**config.mk**
```make
export PLATFORM = sky130hd
export DESIGN_NAME = async_fifo
export DESIGN_NICKNAME = d
export VERILOG_FILES = /design/src/rtl/fifo_pkg.sv /design/src/rtl/fifo_ptr_sync.sv /design/src/rtl/async_fifo.sv
export SDC_FILE = /design/constraint.sdc
export NUM_CORES = 1
export LEC_CHECK = 0
export BUFFER_PORTS_ARGS = -buffer_cell sky130_fd_sc_hd__buf_2
export CORE_MARGIN = 2
export CORE_UTILIZATION = 25
export DETAILED_ROUTE_END_ITERATION = 8
export PLACE_DENSITY = 0.42
export SETUP_SLACK_MARGIN = 0.3
export SLEW_MARGIN = 20
export SYNTH_ARGS = -nofsm -noshare
export SYNTH_HDL_FRONTEND = slang
export SYNTH_HIERARCHICAL = 1
export SYNTH_SLANG_ARGS = --single-unit
```
**constraint.sdc**
```tcl
create_clock -name wclk -period 1.7 [get_ports wclk]
set_input_delay 0.17 -clock wclk [delete_from_list [all_inputs] [get_ports wclk]]
set_output_delay 0.17 -clock wclk [all_outputs]
set_load 0.01 [all_outputs]
```
**src/rtl/fifo_pkg.sv**
```systemverilog
// Shared defaults and Gray-code helpers for the Gray-pointer FIFO.
package fifo_pkg;

    localparam int DSIZE_DEF       = 8;
    localparam int ASIZE_DEF       = 3;
    localparam int SYNC_STAGES_DEF = 2;

    // Helpers work on a fixed wide vector; callers size-cast in and out.
    localparam int PTR_MAX = 32;

    function automatic logic [PTR_MAX-1:0] bin2gray(input logic [PTR_MAX-1:0] bin);
        return bin ^ (bin >> 1);
    endfunction

    function automatic logic [PTR_MAX-1:0] gray2bin(input logic [PTR_MAX-1:0] gray);
        logic [PTR_MAX-1:0] bin;
        bin = gray;
        for (int s = 1; s < PTR_MAX; s = s * 2) begin
            bin = bin ^ (bin >> s);
        end
        return bin;
    endfunction

endpackage

```
**src/rtl/fifo_ptr_sync.sv**
```systemverilog
// Register pipeline that carries a Gray pointer across to the opposite FIFO side.
module fifo_ptr_sync #(
    parameter int WIDTH  = 4,
    parameter int STAGES = 2
) (
    input  logic             clk,
    input  logic             rst,
    input  logic [WIDTH-1:0] d,
    output logic [WIDTH-1:0] q
);

    // Fewer than two stages would break the crossing latency the flags rely on.
    localparam int N = (STAGES < 2) ? 2 : STAGES;

    logic [WIDTH-1:0] pipe [N];

    always_ff @(posedge clk) begin
        if (rst) begin
            for (int i = 0; i < N; i++) begin
                pipe[i] <= '0;
            end
        end else begin
            pipe[0] <= d;
            for (int i = 1; i < N; i++) begin
                pipe[i] <= pipe[i-1];
            end
        end
    end

    assign q = pipe[N-1];

endmodule

```
**src/rtl/async_fifo.sv**
```systemverilog
// Gray-pointer FIFO with show-ahead read data and conservative registered flags.
module async_fifo
    import fifo_pkg::*;
#(
    parameter int DSIZE       = DSIZE_DEF,
    parameter int ASIZE       = ASIZE_DEF,
    parameter int SYNC_STAGES = SYNC_STAGES_DEF
) (
    input  logic             wclk,
    input  logic             wrst,
    input  logic             winc,
    input  logic [DSIZE-1:0] wdata,
    input  logic             rinc,
    output logic [DSIZE-1:0] rdata,
    output logic             wfull,
    output logic             rempty
);

    localparam int DEPTH = 1 << ASIZE;
    localparam int PW    = ASIZE + 1;

    logic [DSIZE-1:0] mem [DEPTH];

    logic [PW-1:0] wbin, wgray, wbin_next, wgray_next;
    logic [PW-1:0] rbin, rgray, rbin_next, rgray_next;
    logic [PW-1:0] wq_rptr, rq_wptr;
    logic [ASIZE-1:0] waddr, raddr;
    logic wen, ren;
    logic wfull_next, rempty_next;

    // Write side: advance only when not full; full when the next write
    // pointer has lapped the synchronized read pointer by exactly DEPTH.
    assign wen        = winc & ~wfull;
    assign wbin_next  = wbin + PW'(wen);
    assign wgray_next = PW'(bin2gray(PTR_MAX'(wbin_next)));
    assign waddr      = wbin[ASIZE-1:0];
    assign wfull_next = (wgray_next == {~wq_rptr[ASIZE:ASIZE-1], wq_rptr[ASIZE-2:0]});

    always_ff @(posedge wclk) begin
        if (wrst) begin
            wbin  <= '0;
            wgray <= '0;
            wfull <= 1'b0;
        end else begin
            wbin  <= wbin_next;
            wgray <= wgray_next;
            wfull <= wfull_next;
        end
    end

    always_ff @(posedge wclk) begin
        if (wen && !wrst) begin
            mem[waddr] <= wdata;
        end
    end

    // Read side mirrors the write side against the synchronized write pointer.
    assign ren         = rinc & ~rempty;
    assign rbin_next   = rbin + PW'(ren);
    assign rgray_next  = PW'(bin2gray(PTR_MAX'(rbin_next)));
    assign raddr       = rbin[ASIZE-1:0];
    assign rempty_next = (rgray_next == rq_wptr);

    always_ff @(posedge wclk) begin
        if (wrst) begin
            rbin   <= '0;
            rgray  <= '0;
            rempty <= 1'b1;
        end else begin
            rbin   <= rbin_next;
            rgray  <= rgray_next;
            rempty <= rempty_next;
        end
    end

    assign rdata = mem[raddr];

    fifo_ptr_sync #(
        .WIDTH  (PW),
        .STAGES (SYNC_STAGES)
    ) u_rptr_sync (
        .clk (wclk),
        .rst (wrst),
        .d   (rgray),
        .q   (wq_rptr)
    );

    fifo_ptr_sync #(
        .WIDTH  (PW),
        .STAGES (SYNC_STAGES)
    ) u_wptr_sync (
        .clk (wclk),
        .rst (wrst),
        .d   (wgray),
        .q   (rq_wptr)
    );

endmodule

```
# ---- Word-level counts from Yosys, hierarchy flattened
# Memory sizes are Yosys's and may differ from the RTL's. A register that Yosys moved wholly into a read port is not among the register bits.
# Index checks and enable logic that the tools add are counted.
# Widths: inputs -> output; s select.
dict set report classes {
  n_eq_ne 2
  bitwise 11
  n_addsub 2
  n_mux 10
  n_reduce_logical 2
}
# cell n
set op_table {}
lappend op_table {{$mux 4} 4}
lappend op_table {{$add 4x1->4} 2}
lappend op_table {{$eq 4x4->1} 2}
lappend op_table {{$xor 4x3->4} 2}
lappend op_table {{$mux 1} 5}
lappend op_table {{$or 1x1->1} 4}
lappend op_table {{$mux 3} 1}
lappend op_table {{$and 1x1->1} 2}
lappend op_table {{$not 1->1} 2}
lappend op_table {{$not 2->2} 1}
lappend op_table {{$logic_and 1x1->1} 1}
lappend op_table {{$logic_not 1->1} 1}
dict set report totals {
  ramBits 80
  word_cells 36
  reg_bits 18
  in_bits 12
  memories 3
}
# name words width read_ports rd_ports_with_merged_regs write_ports line
set mem_list {}
lappend mem_list {mem 8 8 1 1 1 async_fifo.sv:22} ;# logic [DSIZE-1:0] mem [DEPTH];
lappend mem_list {u_rptr_sync.pipe 2 4 2 0 2 fifo_ptr_sync.sv:15} ;# logic [WIDTH-1:0] pipe [N];
lappend mem_list {u_wptr_sync.pipe 2 4 2 0 2 fifo_ptr_sync.sv:15}

# ---- Depth between registers and ports, before layout
# Gate-level depths: netlist of run 1.
dict set report logic_depth {
  ltp_word 5
  depth_mapped 6
}

# ---- Modules after synthesis
# Netlist of run 1, hierarchy kept.
# mod area_each_um2 seq_area_each_um2 cells_per_inst n_inst
set modules_own_cells {}
lappend modules_own_cells {async_fifo 3323.2 2242.2 173 1}
lappend modules_own_cells {fifo_ptr_sync 240.2 160.2 20 2}

# ---- Worst setup path after synthesis of run 1
# Ideal clock, no wire load.
dict set report synth_timing {
  kind {reg2reg}
  from {register rempty}
  to {register rempty}
  slack_ns -0.040
  path_stages_with_launch 7
  arrival_time_ns 1.624
  cell_sequence {dfxtp_1 -> nor2b_1 -> ha_1 -> ha_1 -> xnor3_1 -> xor2_1 -> a41o_1}
}
dict set report synth_between {
  elab_chain_cells 5
}
# item line
set synth_lines {}
lappend synth_lines {{start, declared} async_fifo.sv:16} ;# output logic rempty
lappend synth_lines {{start signal, assigned} async_fifo.sv:72} ;# rempty <= rempty_next;
lappend synth_lines {{$not 1->1} async_fifo.sv:58} ;# assign ren = rinc & ~rempty;
lappend synth_lines {{$and 1x1->1} async_fifo.sv:58}
lappend synth_lines {{$add 4x1->4} async_fifo.sv:59} ;# assign rbin_next = rbin + PW'(ren);
lappend synth_lines {{named net rbin_next[1]} async_fifo.sv:25} ;# logic [PW-1:0] rbin, rgray, rbin_next, rgray_next;
lappend synth_lines {{$xor 4x3->4} fifo_pkg.sv:12} ;# return bin ^ (bin >> 1);
lappend synth_lines {{$eq 4x4->1} async_fifo.sv:62} ;# assign rempty_next = (rgray_next == rq_wptr);
# The timed path passes the listed nets, and every way through them passes these cells.
# A chain may end at the register's enable or synchronous reset.

==> metrics, run 1 <==
hold buffer count at cts 0; number of enable-type register cells in the synthesized netlist 64; worst setup margin -0.287 ns; most instantiated flip-flop cell in the synthesis netlist edfxtp_1; clock root buffer clkbuf_16; detailed-route wire length ~7000 um; fraction of synthesis flops using an asynchronous set or reset pin 0%; Max Cap Viol 0; type of the worst setup path reg -> out; area added between synthesis and finish 30.0%; clock transition at the registers of the reported paths around 0.070 ns; Synthesis Warnings 6; Final min period 1.99 ns; type of the worst min-delay path in -> reg; top post-synthesis cells by count edfxtp_1 (64), dfxtp_1 (32), nor2b_1 (22), nor2_1 (16), mux4_1 (15); number of instances in the synthesized netlist 213; register bit total from synthesis 96; Synth Cell Area 3800 sq um; count of standard-cell rows 45; share of the clock period used by the worst path 117%; slew at the pin closest to its max-slew limit about 0.33 ns; initial cell density of the core 25.3%; post-synth top area share around half; Pre-Repair DR Iteration Count 4; wire length of the first global-routing pass 11300 um; overflow left after global routing 0; nets in the synthesized netlist 229; maximum ir drop on the vdd rail 0.427 mV; CTS H-tree depth 3; unrepaired setup endpoints after global routing yes; violations in the final reports negative setup slack; Unique masters post-synth 26; Worst R2R Setup Slack -0.04 ns; number of antenna violations at the first check in global routing 1; Longest Clk Path Bufs 2; pin count of the biggest net entering global routing 33; top-level port count 22; worst path required time 1.53 ns; post-synthesis sequential area ratio 67.4%; routed length per instance 15.2 um; number of vias per cell 3.98; relative max-transition margin about 80%; total vias in the final route approximately 1800; Worst Path Arrival between 1.5 and 2 ns; total CTS buffers 9; post-detailed-route count of antenna-violating nets 0; total setup violations reported at the end of the flow 9; syn avg cell area 17.9 sq um; Skew-Pair Late Insertion Delay 0.35 ns; CP Max Fanout 7; total number of clock tree sinks 96; GRT Overall Usage 9.80%; filler cell count 1411; detailed placement HPWL 4630 um; Critical Path End Type output pin; DIE WIDTH 127 um; dominant cell by count in the synthesized netlist edfxtp_1; Worst Clk Skew about 0.0048 ns; Die Height 127 um; Post-Layout Inst Area 4950 sq um; final routed DRC violation total 0; cell type with the largest total area after synthesis edfxtp_1; total count of hold-check failures in the final report 0; net count of the finished layout 285; Leakage 1.70 nW; outcome finished with violations; final slew viol count 0; share of post-route cells with drive strength above 1 47.1%; number of buffers inserted by port buffering 21; Routability Congestion approximately 0.65; violation count after the first detailed-route iteration 143; dominant cells by area after synthesis edfxtp_1 (51%), dfxtp_1 (17%), mux4_1 (10%); Die ar. between 15000 and 20000 sq um; fraction of the core area covered by cells at the end of the flow 32.9%; core outline area roughly 15000 sq um; sort of element at the start of the critical path flip-flop; placement-stage cell area 4340 sq um; via count of the first global-routing pass 1929; P per Cell Area 987 nW/um^2; post-route total power 4.88 mW; CTS tree yes; Peak Freq 503 MHz
cell families (layout without fill, tap and decap cells):
logic type	Yosys count	after routing	synth area share, %
simple gates	50	50	7.17
buf+inv	15	76	2.99
compound gates	3	3	0.757
mux	24	24	13.3
fa+ha+maj	4	4	1.32
other cells	0	1	0
flops	96	96	67.4
xor+xnor	21	21	7.07
through the flow:
stage               hold WS, ns  cells  setup TNS (ns)  worst slack [ns]
floorplan                 0.234    213               0            0.0803
global placement          0.423    438          -0.119           -0.0700
detailed placement        0.422    438         -0.0652           -0.0556
CTS                      0.0885    460           -2.54            -0.321
global route             0.0995    462           -2.81            -0.350
finish                   0.0957    463           -2.17            -0.287
metal layers:
layer  up-vias  share of wire (%)  global-route usage, %  routed length (um)
met2        22                 48                   14.9                3390
met4         0                2.5                   5.62                 176
li1        893                  -                      -                   -
met1       916                 47                   12.6                3280
met3        14                2.7                   2.64                 193
met5         -                  0                      0                   0
critical path: stages (launching register included):
cell     delay [ns]
dfxtp_4        0.41
buf_16         0.15
mux4_2         0.52
mux2_4         0.28
buf_6          0.12
area by class of cell:
type	instances	area, sq um	area share, %
sequential	96	2570	51.9
multi-input combinational	102	1310	26.5
timing repair buffer	60	559	11.3
tap	188	235	4.76
clock buffer	10	229	4.63
clock inverter	6	42.5	0.860
antenna	1	2.50	0.0506
timing repair:
action,CTS,global route
setup buffers,5,2
resized for setup,49,16
pin swaps,10,9
cloned,1,0
endpoints found under the setup margin,78,80
worst paths after layout:
check | start | to | depth (start not counted)
hold / removal | wdata[6] | mem[2][6] | 1
setup / recovery | rbin[0] | rdata[7] | 4
setup reg to reg | rbin[0] | rempty | 6
hold reg to reg | rgray[1] | u_rptr_sync/pipe[0][1] | 1
sequential cells by signal, indices dropped and copies added (netlist names):
signal            count
mem                  64
u_rptr_sync/pipe      8
u_wptr_sync/pipe      8
rbin                  4
wbin                  4
rgray                 3
wgray                 3
rempty                1
wfull                 1
power by group:
part           switching, mW  internal, mW  total (mW)
Combinational          0.189         0.266       0.455
Sequential            0.0232          2.54        2.56
Clock                  0.868         0.997        1.86
Total                   1.08          3.80        4.88
layout by cell type, fill, tap and decap left out, types with 2 or more instances in the layout:
cell type	n
edfxtp_1	64
buf_6	29
dfxtp_1	29
nor2b_1	21
mux4_2	16
buf_4	16
buf_2	13
clkbuf_16	9
mux2_4	8
nor2_1	8
nor2_4	6
xnor2_1	6
xor2_1	4
nand2b_1	3
xnor3_1	3
ha_4	3
nor3_4	2
xor2_2	2
xnor2_2	2
nor2_2	2
xor3_1	2
inv_6	2
dfxtp_2	2
No activity file was read; power rests on OpenSTA's default activity.
==> run 2, diff against run 1 <==
Settings changed: ABC_AREA set to 1.
==> run 2 against run 1 <==
- highest routed layer unchanged
- combinational power down 5.5%
- cell count up 33%
- critical path depth up 3
- fmax up 16%
- the run still ends with negative setup slack left
- critical path type unchanged
- power up 2.3%
- register-to-register slack better by 0.06 ns
- first-iteration DRC count up 41%
- area after synthesis up 3.1%
- worst hold slack better by 0.011 ns
- non-clock buffer count down 10
==> metrics, run 2 <==
most common cell after layout, fill and taps aside edfxtp_1; outcome finished with violations; number of instances in the synthesized netlist 360 (+69%); GR met1 Demand/Resource 13.7% (+1.1 points); Critical Path End Type output pin; worst path required time 1.53 ns (about the same); pin count of the biggest net entering global routing 31 (-6.1%); fraction of synthesis flops using an asynchronous set or reset pin 0% (unchanged); Synth Cell Area 3920 sq um (+3.1%); most instantiated flip-flop cell in the synthesis netlist edfxtp_1; r2r endpoint rempty; cells on worst reg2reg path 12 (+6); Pre-Repair DR Iteration Count 4 (unchanged); total CTS buffers 9 (unchanged); Stages on worst setup path 7 (+3); CP Max Fanout 10 (+3); nets in the synthesized netlist 376 (+64%); flip-flop count of the largest register, all copies and words added 64 (unchanged); sort of element at the start of the critical path flip-flop; global routing met3 resource utilization 2.93% (+0.29 points); start of the worst register-to-register path rbin[0]; Die Height 129 um (+1.5%); area added between synthesis and finish 26.9%; detailed-route wire length 8610 um (+22%); Ant. Diodes 0 (-1); Synthesis Warnings 6 (unchanged); top-level port count 22 (unchanged); Max Cap Viol 0 (unchanged); count of standard-cell rows 45 (unchanged); CTS tree yes; Skew-Pair Late Insertion Delay 0.34 ns (about the same); met2 track utilization from global routing 18.7% (+3.7 points); GRT Max-Usage Layer met2; Buf+Inv Stages, Crit Path 3 (+1); area taken by multi-input logic gates 1220 sq um (-6.5%); placed instance count 584 (+33%); worst setup margin -0.0165 ns (+0.270 ns); Final min period 1.72 ns (-0.270 ns); clock root buffer clkbuf_16; Crit-path slowest cell dfxtp_2; total number of clock tree sinks 96 (unchanged); final routed DRC violation total 0 (unchanged); post-synthesis sequential area ratio 65.3% (-2.0 points); storage element area 2570 sq um (+0.15%); routed length per instance 14.0 um (-8.1%); Peak Freq 583 MHz (+16%); type of the worst setup path reg -> out; Leakage 1.79 nW (+5.5%); CTS H-tree depth 3 (unchanged); Die ar. 16700 sq um (+3.0%); post-synth top area share 49.0% (-1.5 points); critical path's largest stage delay 0.35 ns (-0.17 ns); Worst Path Arrival 1.55 ns (-0.27 ns); wire length of the first global-routing pass 13700 um (+21%); Biggest register mem; Cell Chain, Critical Path buf_12, buf_12, mux2i_1, o22ai_1, nand2_1, nand2_1, buf_2; post-route total power 4.99 mW (+2.3%); DIE WIDTH 129 um (+1.5%); via count of the first global-routing pass 2606 (+35%); overflow left after global routing 0 (unchanged); relative max-transition margin 79.2% (+1.4 points); commonest cells after routing, fill and taps aside edfxtp_1 (64), nor2_1 (52), nand2_1 (48), inv_1 (31), dfxtp_1 (28); slew at the pin closest to its max-slew limit 0.313 ns (-0.0211 ns); P per Cell Area 1000 nW/um^2 (+1.7%); cell type with the largest total area after synthesis edfxtp_1; register bit total from synthesis 96 (unchanged); type of the worst min-delay path in -> reg; Worst Hold Endpoint mem[0][4]; registers with the highest flip-flop counts mem (64), u_rptr_sync/pipe (8), u_wptr_sync/pipe (8); final slew viol count 0 (unchanged); initial cell density of the core 25.7% (+0.40 points); share of post-route cells with drive strength above 1 27.2% (-20 points); placement-stage cell area 4310 sq um (-0.61%); violation count after the first detailed-route iteration 202 (+41%); Worst Hold Launch wdata[4]; number of instances on the worst hold path 1 (unchanged); Worst R2R Setup Slack 0.02 ns (+0.06 ns); Routability Congestion 0.747 (+15%); Unique masters post-synth 24 (-7.7%); number of non-filler instances in the completed layout 616 (+33%); GRT Overall Usage 11.1% (+1.3 points); detailed placement HPWL 5220 um (+13%); net count of the finished layout 416 (+46%); clock transition at the registers of the reported paths 0.07 ns (about the same); syn avg cell area 10.9 sq um (-39%); Longest Clk Path Bufs 2 (unchanged); number of enable-type register cells in the synthesized netlist 64 (unchanged); total setup violations reported at the end of the flow 4 (-5); total vias in the final route 2539 (+38%); violations in the final reports negative setup slack; dominant cells by area after synthesis edfxtp_1 (49%), dfxtp_1 (16%), nand2_1 (5.6%); total count of hold-check failures in the final report 0 (unchanged); largest delay contributor family on the critical path buffers and inverters; core outline area 15300 sq um (+1.5%); number of buffers inserted by port buffering 21 (unchanged); share of the clock period used by the worst path 101% (-16 points); unrepaired setup endpoints after global routing yes; Post-Route Hold Slack 0.107 ns (+0.0109 ns); maximum ir drop on the vdd rail 0.559 mV (+31%); top post-synthesis cells by count edfxtp_1 (64), nand2_1 (59), nor2_1 (55), inv_1 (34), dfxtp_1 (32); Worst Clk Skew 0.00637 ns (+0.00160 ns); post-detailed-route count of antenna-violating nets 0 (unchanged); number of vias per cell 4.12 (+3.4%); filler cell count 1569 (+11%); Post-Layout Inst Area 4980 sq um (+0.63%); dominant cell by count in the synthesized netlist edfxtp_1; number of antenna violations at the first check in global routing 0 (-1)
-- run 2: cell count changes after synthesis, moves of 8 or more --
| cell | before | now |
|---|---|---|
| mux4_1 | 15 | 0 |
| mux2_2 | 8 | 0 |
| inv_1 | 0 | 34 |
| nor2b_1 | 22 | 0 |
| nand2_1 | 2 | 59 |
| nand3_1 | 2 | 17 |
| mux2i_1 | 0 | 16 |
| o22ai_1 | 0 | 16 |
| nor2_1 | 16 | 55 |
| xnor2_1 | 9 | 0 |
| o21ai_0 | 0 | 16 |
-- run 2: routing by layer --
| metal | wire length (um) | vias to the layer above | share of wire, % |
|---|---|---|---|
| met4 | 93 | 0 | 1.1 |
| met5 | 0 | - | 0 |
| li1 | - | 1290 | - |
| met3 | 351 | 7 | 4.1 |
| met1 | 3910 | 1202 | 45 |
| met2 | 4250 | 40 | 49 |
-- run 2: final cells by class --
type,instances,area share (%)
sequential,96,51.7
multi-input combinational,206,24.6
inverter,37,2.99
timing repair buffer,50,9.48
tap,211,5.30
clock inverter,6,1.36
clock buffer,10,4.60
-- run 2: report_power, final --
part | internal [mW] | switching (mW) | total (mW)
registers | 2.53 | 0.0222 | 2.56
clock network | 1.15 | 0.861 | 2.01
logic | 0.196 | 0.234 | 0.430
total | 3.88 | 1.12 | 4.99
-- run 2: metrics by stage --
step | TNS, ns | setup WS (ns) | util [%]
after global routing | -0.752 | -0.116 | 32.6
after CTS | -0.243 | -0.0500 | 31.9
after floorplan | 0 | 0.268 | -
final | -0.0352 | -0.0165 | 32.6
after detailed placement | 0 | 0.171 | 28.2
after global placement | 0 | 0.193 | 28.2
-- run 2: worst reg2reg max path, stage by stage, from the launching register on --
cell and delay [ns]:
dfxtp_2 0.33, buf_4 0.13, buf_6 0.10, buf_6 0.10
ha_4 0.16, ha_4 0.17, nand2_1 0.15, nand3_1 0.13
nand3_1 0.10, nand2_1 0.06, nor2_1 0.09, nand2_1 0.05
nand2_1 0.05
-- run 2: cells by family after synthesis --
| group | count (synthesis) | synth area share [%] |
|---|---|---|
| AO/OA/AOI/OAI | 38 | 5.36 |
| multiplexers | 16 | 4.08 |
| adder cells (fa/ha/maj) | 4 | 1.28 |
| AND/OR/NAND/NOR | 148 | 16.5 |
| buffers and inverters | 58 | 7.43 |
| flip-flops | 96 | 65.3 |
-- run 2: worst max path at each step --
| stage | slack, ns | to | startpoint |
|---|---|---|---|
| after floorplan | 0.27 | rempty | rempty |
| after global placement | 0.19 | rempty | rempty |
| after detailed placement | 0.17 | rempty | rempty |
| after CTS | -0.05 | rdata[5] | rbin[0] |
| after global routing | -0.12 | rdata[6] | rbin[0] |
| final | -0.02 | rdata[3] | rbin[0] |
-- run 2: repair_timing --
item / CTS / global route
gates cloned: 2 / 1
hold endpoints to repair: 0 / 0
setup buffers: 11 / 2
hold buffers: 0 / 0
endpoints found under the setup margin: 75 / 80
resized for setup: 31 / 21
pin swaps: 16 / 14
